$ cat src/rtl/msg_uplink_pkg.sv
// Framing constants, header field positions and FSM encoding shared by the uplink serializer.
// Also used by the transmit-side framing so both ends agree on the header layout.
package msg_uplink_pkg;

  localparam logic [31:0] HEADER_DEFAULT    = 32'hFDF7_EB90;
  localparam logic [15:0] MAX_WORDS_DEFAULT = 16'd512;

  localparam int HDR_SYNC_MSB = 127;
  localparam int HDR_SYNC_LSB = 96;
  localparam int HDR_LEN_MSB  = 15;
  localparam int HDR_LEN_LSB  = 0;

  typedef enum logic [2:0] {
    S_IDLE,
    S_FETCH,
    S_CHECK,
    S_SEND,
    S_CSUM,
    S_RESYNC
  } state_t;

  function automatic logic len_ok(input logic [15:0] len, input logic [15:0] max_words);
    return (len != 16'd0) && (len <= max_words);
  endfunction

endpackage

$ cat src/rtl/msg_word_splitter.sv
// Holds one 128-bit word and presents it as four 32-bit beats, MSB beat first; zero-cycle beat latency.
// Beats only advance on beat_vld && beat_rdy, so data is held steady through downstream stalls.
module msg_word_splitter (
  input  logic         sys_clk_i,
  input  logic         rst_n_i,
  input  logic         load,
  input  logic [127:0] word_dat,
  input  logic         en,
  input  logic         beat_rdy,
  output logic [127:0] hold_dat,
  output logic [31:0]  beat_dat,
  output logic         beat_vld,
  output logic         beat_last,
  output logic         beat_fire
);

  logic [1:0] beat_cnt;
  logic       word_vld;

  assign beat_vld  = en && word_vld;
  assign beat_fire = beat_vld && beat_rdy;
  assign beat_last = (beat_cnt == 2'd3);

  always_ff @(posedge sys_clk_i or negedge rst_n_i) begin
    if (!rst_n_i) begin
      hold_dat <= '0;
      beat_cnt <= 2'd0;
      word_vld <= 1'b0;
    end else if (load) begin
      hold_dat <= word_dat;
      beat_cnt <= 2'd0;
      word_vld <= 1'b1;
    end else if (beat_fire) begin
      beat_cnt <= beat_cnt + 2'd1;
      if (beat_last) word_vld <= 1'b0;
    end
  end

  always_comb begin
    beat_dat = hold_dat[31:0];
    case (beat_cnt)
      2'd0:    beat_dat = hold_dat[127:96];
      2'd1:    beat_dat = hold_dat[95:64];
      2'd2:    beat_dat = hold_dat[63:32];
      default: beat_dat = hold_dat[31:0];
    endcase
  end

endmodule

$ cat src/rtl/msg_uplink_serializer.sv
// Drains the 128-bit uplink FIFO into a 32-bit stream, checking headers and closing each frame with a checksum beat.
// FIFO read to first beat is 3 cycles; stream backpressure stalls the current beat and suspends further FIFO reads.
module msg_uplink_serializer
  import msg_uplink_pkg::*;
#(
  parameter logic [31:0] HEADER    = HEADER_DEFAULT,
  parameter logic [15:0] MAX_WORDS = MAX_WORDS_DEFAULT
) (
  input  logic         sys_clk_i,
  input  logic         rst_n_i,
  output logic         fifo_rd_en_o,
  input  logic [127:0] fifo_dout_i,
  input  logic         fifo_empty_i,
  output logic [31:0]  m_tdata_o,
  output logic         m_tvalid_o,
  input  logic         m_tready_i,
  output logic         m_tlast_o,
  output logic [15:0]  frame_cnt_o,
  output logic [15:0]  drop_cnt_o,
  output logic         busy_o
);

  state_t        state;
  logic          hdr_exp;
  logic [15:0]   words_left;
  logic [31:0]   csum;
  logic [127:0]  hold_dat;
  logic [31:0]   beat_dat;
  logic          beat_vld;
  logic          beat_last;
  logic          beat_fire;
  logic          load;
  logic          sync_ok;
  logic [15:0]   hdr_len;

  // FIFO data is valid the cycle after the read strobe drops, so capture only then.
  assign load    = (state == S_FETCH) && !fifo_rd_en_o;
  assign sync_ok = (hold_dat[HDR_SYNC_MSB:HDR_SYNC_LSB] == HEADER);
  assign hdr_len = hold_dat[HDR_LEN_MSB:HDR_LEN_LSB];

  msg_word_splitter u_splitter (
    .sys_clk_i (sys_clk_i),
    .rst_n_i   (rst_n_i),
    .load      (load),
    .word_dat  (fifo_dout_i),
    .en        (state == S_SEND),
    .beat_rdy  (m_tready_i),
    .hold_dat  (hold_dat),
    .beat_dat  (beat_dat),
    .beat_vld  (beat_vld),
    .beat_last (beat_last),
    .beat_fire (beat_fire)
  );

  assign m_tvalid_o = beat_vld || (state == S_CSUM);
  assign m_tdata_o  = (state == S_CSUM) ? csum : beat_dat;
  assign m_tlast_o  = (state == S_CSUM);
  assign busy_o     = (state != S_IDLE);

  always_ff @(posedge sys_clk_i or negedge rst_n_i) begin
    if (!rst_n_i) begin
      state        <= S_IDLE;
      hdr_exp      <= 1'b0;
      words_left   <= 16'd0;
      csum         <= 32'd0;
      fifo_rd_en_o <= 1'b0;
      frame_cnt_o  <= 16'd0;
      drop_cnt_o   <= 16'd0;
    end else begin
      case (state)
        S_IDLE, S_RESYNC: begin
          if (!fifo_empty_i) begin
            fifo_rd_en_o <= 1'b1;
            hdr_exp      <= 1'b1;
            state        <= S_FETCH;
          end
        end
        S_FETCH: begin
          if (fifo_rd_en_o) fifo_rd_en_o <= 1'b0;
          else              state <= hdr_exp ? S_CHECK : S_SEND;
        end
        S_CHECK: begin
          if (sync_ok && len_ok(hdr_len, MAX_WORDS)) begin
            words_left <= hdr_len - 16'd1;
            csum       <= 32'd0;
            state      <= S_SEND;
          end else begin
            if (drop_cnt_o != 16'hFFFF) drop_cnt_o <= drop_cnt_o + 16'd1;
            state <= S_RESYNC;
          end
        end
        S_SEND: begin
          if (beat_fire) csum <= csum + beat_dat;
          // Word exhausted (or still waiting on an empty FIFO): fetch the next one or close the frame.
          if ((beat_fire && beat_last) || !beat_vld) begin
            if (words_left == 16'd0) begin
              state <= S_CSUM;
            end else if (!fifo_empty_i) begin
              fifo_rd_en_o <= 1'b1;
              hdr_exp      <= 1'b0;
              words_left   <= words_left - 16'd1;
              state        <= S_FETCH;
            end
          end
        end
        S_CSUM: begin
          if (m_tready_i) begin
            frame_cnt_o <= frame_cnt_o + 16'd1;
            state       <= S_IDLE;
          end
        end
        default: state <= S_IDLE;
      endcase
    end
  end

endmodule

$ cat config.mk
export PLATFORM = sky130hd
export DESIGN_NAME = msg_uplink_serializer
export DESIGN_NICKNAME = d
export VERILOG_FILES = /design/src/rtl/msg_uplink_pkg.sv /design/src/rtl/msg_word_splitter.sv /design/src/rtl/msg_uplink_serializer.sv
export SDC_FILE = /design/constraint.sdc
export NUM_CORES = 1
export LEC_CHECK = 0
export ABC_AREA = 0
export CAP_MARGIN = 0
export CORE_ASPECT_RATIO = 0.5
export CORE_UTILIZATION = 39
export CTS_BUF_LIST = sky130_fd_sc_hd__clkbuf_16
export DETAILED_ROUTE_END_ITERATION = 6
export GPL_TIMING_DRIVEN = 0
export SLEW_MARGIN = 10
export SYNTH_ARGS = -nofsm -noshare
export SYNTH_HDL_FRONTEND = slang
export SYNTH_SLANG_ARGS = --single-unit
$ cat constraint.sdc
create_clock -name sys_clk_i -period 9 [get_ports sys_clk_i]
set_input_delay 1.35 -clock sys_clk_i [delete_from_list [all_inputs] [get_ports sys_clk_i]]
set_output_delay 1.35 -clock sys_clk_i [all_outputs]
set_load 0.02 [all_outputs]
==> impl_metrics.toml <==
[route]
finalWirelength_mm = 36.90
drt_first_iter_violations = 1123
antenna_violating_nets_post_route = 0
drc = 0
drt_first_pass_iters = 6
viasPerCell = 5.587
via_count = 9961
wire_per_inst_um = 20.69

[worst_hold_path]
end_point_of_the_worst_hold_path = "frame_cnt_o[15]"
min-delay-start = "frame_cnt_o[15]"
worst_hold_path.num_cells = 1
hp-class = "flip-flop to flip-flop"

[power_and_ir_drop]
finalPower_mw = 6.353
pwr_density_cell_mw_per_mm2 = 419.7
worst_ir_drop_vdd_mv = 0.2374
p_leak_nw = 6.317

[grt]
pin_count_of_the_biggest_net_entering_global_routing = 89
global_route.overflow_total = 0
antenna_found_initial = 0
first_global_vias = 9961
wire_length_of_the_first_global_routing_pass_mm = 56.88
groute.usage.overall = 0.2320

[sta]
setup_violations = 0
grt_setup_unrepaired = "false"
totalNegativeSetupSlack_ns = 0
period_share = 0.5462
final-max-slew-violation-count = 0
timing.final.crit_period_ns = 4.915
skew_ns = 0.01100
timing_worst_slew_pin_value_ns = 1.013
worst_hold_slack_ns = 0.4807
fmax_ghz = 0.2034
hold_viol = 0
max-slew-margin-rel = 0.3224

[synthesis]
synthXorXnorAreaFrac = 0.04400
seq_area_frac_synth = 0.4526
synth_mux_area_frac = 0.1555
yosys.area_share.adder = 0.04882
synthesis.area_mm2 = 0.01194
synth_enable_flop_cells = 0
yosys_register_bits = 216
syn-num-nets = 1329
synth_cell_type_count = 65
combinational_family_with_the_most_area_after_synthesis = "multiplexers"
syn-mean-instance-area_um2 = 10.38
synth_top_flop_cell = "dfrtp_1"
synth-warning-count = 0
share_of_flip_flops_with_an_asynchronous_set_or_reset = 1.000
netlist_instances = 1151
synth_compound_area_frac = 0.1425
synth_simple_gate_area_share = 0.1223

[finish]
area.sequential_mm2 = 0.005405
post-route-util = 0.5121
multi_input_comb_area_mm2 = 0.006127
postLayoutCellArea_mm2 = 0.01514
number_of_nets_in_the_final_layout = 1554
nFillCells = 2689
layout-area-overhead-vs-synth_pct = 26.76
drive_above_1_share = 0.1351
num_antenna_cells = 0

[clock_tree]
cts_max_path_buffers = 3
cts_setup_buffers = 0
clk-insertion-delay-late_ns = 0.52
cts_inserted_buffers = 22
tritoncts_clock_tree = "built"
cts-root-buf = "clkbuf_16"
num_clock_sinks = 216
post_cts_resized = 0
ctsHtreeMaxLevel = 1
cts.hold.buffers_added = 0
cts_clk_pin_slew_worst_paths_ns = 0.06

[flow_run]
maxCapViolCount = 0

[floorplanning]
floorplan.die_area_mm2 = 0.03137
pin_count = 200
core_area_mm2 = 0.02956
initial_core_util = 0.4040
row_count = 44
chipHeight_um = 125.7
die_w_um = 249.5

[placement]
placement.io_buffers = 199
dpl-instance-area_mm2 = 0.01448
post-dp-hpwl_mm = 27.88
gp_weighted_congestion = 0.9178

[critical_path]
path_max_fanout = 10
crit_slowest_cell = "nor2_1"
timing.critical_path.required_ns = 7.65
worst-r2r-cell-count = 14
setup.worst_path.class = "flip-flop to output pin"
worst-endpoint-arrival_ns = 3.57
cp_slowest_stage_delay_ns = 0.78
worstSetupStartpointType = "flip-flop"
crit_start = "state[1]"
reg2reg_setup_slack_ns = 4.29
timing.critical_path.cells = "nand2b_1 -> nor2_1 -> clkbuf_1 -> mux2_2 -> clkdlybuf4s50_1"
worst_r2r_startpoint = "u_splitter.beat_cnt[0]"
timing.critical_path.to_type = "output pin"
worstReg2RegEnd = "csum[30]"

[run_status]
status = "complete, no violations"
[worst max-delay path: cells and delay by family, from the launching register on]
family                 cells  cell delay (ns)
buffers and inverters      2             1.25
and+or+nand+nor            2             0.97
muxes                      1             0.43
DFF                        1             0.38
[where the power goes]
group | switching (mW) | internal (mW)
combinational | 2.12 | 1.65
sequential | 0.316 | 1.40
clock | 0.401 | 0.463
total | 2.84 | 3.51
[worst max path at each step]
stage / slack [ns] / end
finish: 4.08 / m_tdata_o[23]
global route: 3.94 / m_tdata_o[1]
CTS: 4.07 / m_tdata_o[9]
detailed placement: 4.35 / csum[27]
global placement: -2.77 / words_left[4]
floorplan: 5.20 / csum[27]
[synth_stat cells (7+ instances only)]
master | count | area (µm²)
dfrtp_1 | 216 | 5405
mux2_2 | 131 | 1475
nand2_1 | 111 | 416.7
o21ai_0 | 68 | 340.3
a21oi_1 | 52 | 260.3
nor2_1 | 50 | 187.7
clkbuf_1 | 46 | 172.7
ha_1 | 45 | 563.0
inv_1 | 43 | 161.4
nand3_1 | 38 | 190.2
mux2i_1 | 37 | 370.4
xnor2_1 | 35 | 306.5
a222oi_1 | 32 | 320.3
xor2_1 | 25 | 219.0
nor3_1 | 22 | 110.1
o21ai_1 | 20 | 100.1
nand4_1 | 16 | 100.1
and3_1 | 15 | 93.84
a21o_1 | 14 | 105.1
buf_2 | 10 | 50.05
a221oi_1 | 7 | 61.31
and2_1 | 7 | 43.79
o21bai_1 | 7 | 52.55
o31ai_1 | 7 | 52.55
or3_1 | 7 | 43.79
[flip-flops by register name (all words and copies together), names as in the netlist]
| name | flops |
|---|---|
| u_splitter.word_vld | 1 |
| drop_cnt_o | 16 |
| csum | 32 |
| state | 3 |
| u_splitter.beat_cnt | 2 |
| fifo_rd_en_o | 1 |
| u_splitter.hold_dat | 128 |
| words_left | 16 |
| frame_cnt_o | 16 |
| hdr_exp | 1 |
[routing by layer]
metal,up-vias,routed length (µm),GRT usage,share of wire
met1,4935,16470,0.3138,0.45
met3,63,1584,0.03162,0.043
met5,-,0,0,0
met4,0,1068,0.06718,0.029
met2,296,17780,0.3899,0.48
li1,4667,-,-,-
[kinds of logic (layout without fill, tap and decap cells)]
| group | after synthesis | count (layout) |
|---|---|---|
| compound gates | 252 | 252 |
| xor+xnor | 60 | 60 |
| fa+ha+maj | 46 | 46 |
| buf+inv | 104 | 345 |
| flops | 216 | 216 |
| mux | 169 | 169 |
| simple gates | 304 | 304 |
[metrics by stage]
stage | std cells | setup slack [ns]
after global placement | 1741 | -2.771
final | 1783 | 4.085
after CTS | 1783 | 4.070
after global routing | 1783 | 3.943
after detailed placement | 1743 | 4.348
after floorplan | 1151 | 5.199
[area by class of cell]
class | instances | share of cell area
clock inverters | 17 | 0.005207
inverters | 43 | 0.01066
flip-flops and latches | 216 | 0.3571
multi-input cells | 831 | 0.4047
clock buffers | 23 | 0.03802
repair buffers | 201 | 0.1355
well taps | 391 | 0.03232
plain buffers | 61 | 0.01645
[layout by cell type (no fill, tap or decap), types with 4 or more instances in the layout]
master           Yosys  final
nand2_1            111    111
o31ai_1              7      7
nor4_1               5      5
ha_1                45     45
and3_1              15     15
xnor2_1             35     35
a222oi_1            32     32
o211ai_1             4      4
o21ai_0             68     68
or3_1                7      7
inv_1               43     49
o21bai_1             7      7
nand4b_1             4      4
nor2_1              50     50
buf_1                4      4
clkdlybuf4s50_1      0    198
nand3_1             38     38
buf_2               10     10
and4_1               5      5
clkbuf_16            0     23
a211oi_1             6      6
nor2b_1              6      6
a21o_1              14     14
nand4_1             16     16
mux2_2             131    131
xor2_1              25     25
a221oi_1             7      7
and2_1               7      7
dfrtp_1            216    216
o21ai_1             20     20
a31oi_1              5      5
clkinv_1             0      5
a21oi_1             52     52
mux2i_1             37     37
nand2b_1             6      6
nor3_1              22     22
clkbuf_1            46     46
clkinv_2             0      4
No activity file was read; power rests on OpenSTA's default activity.
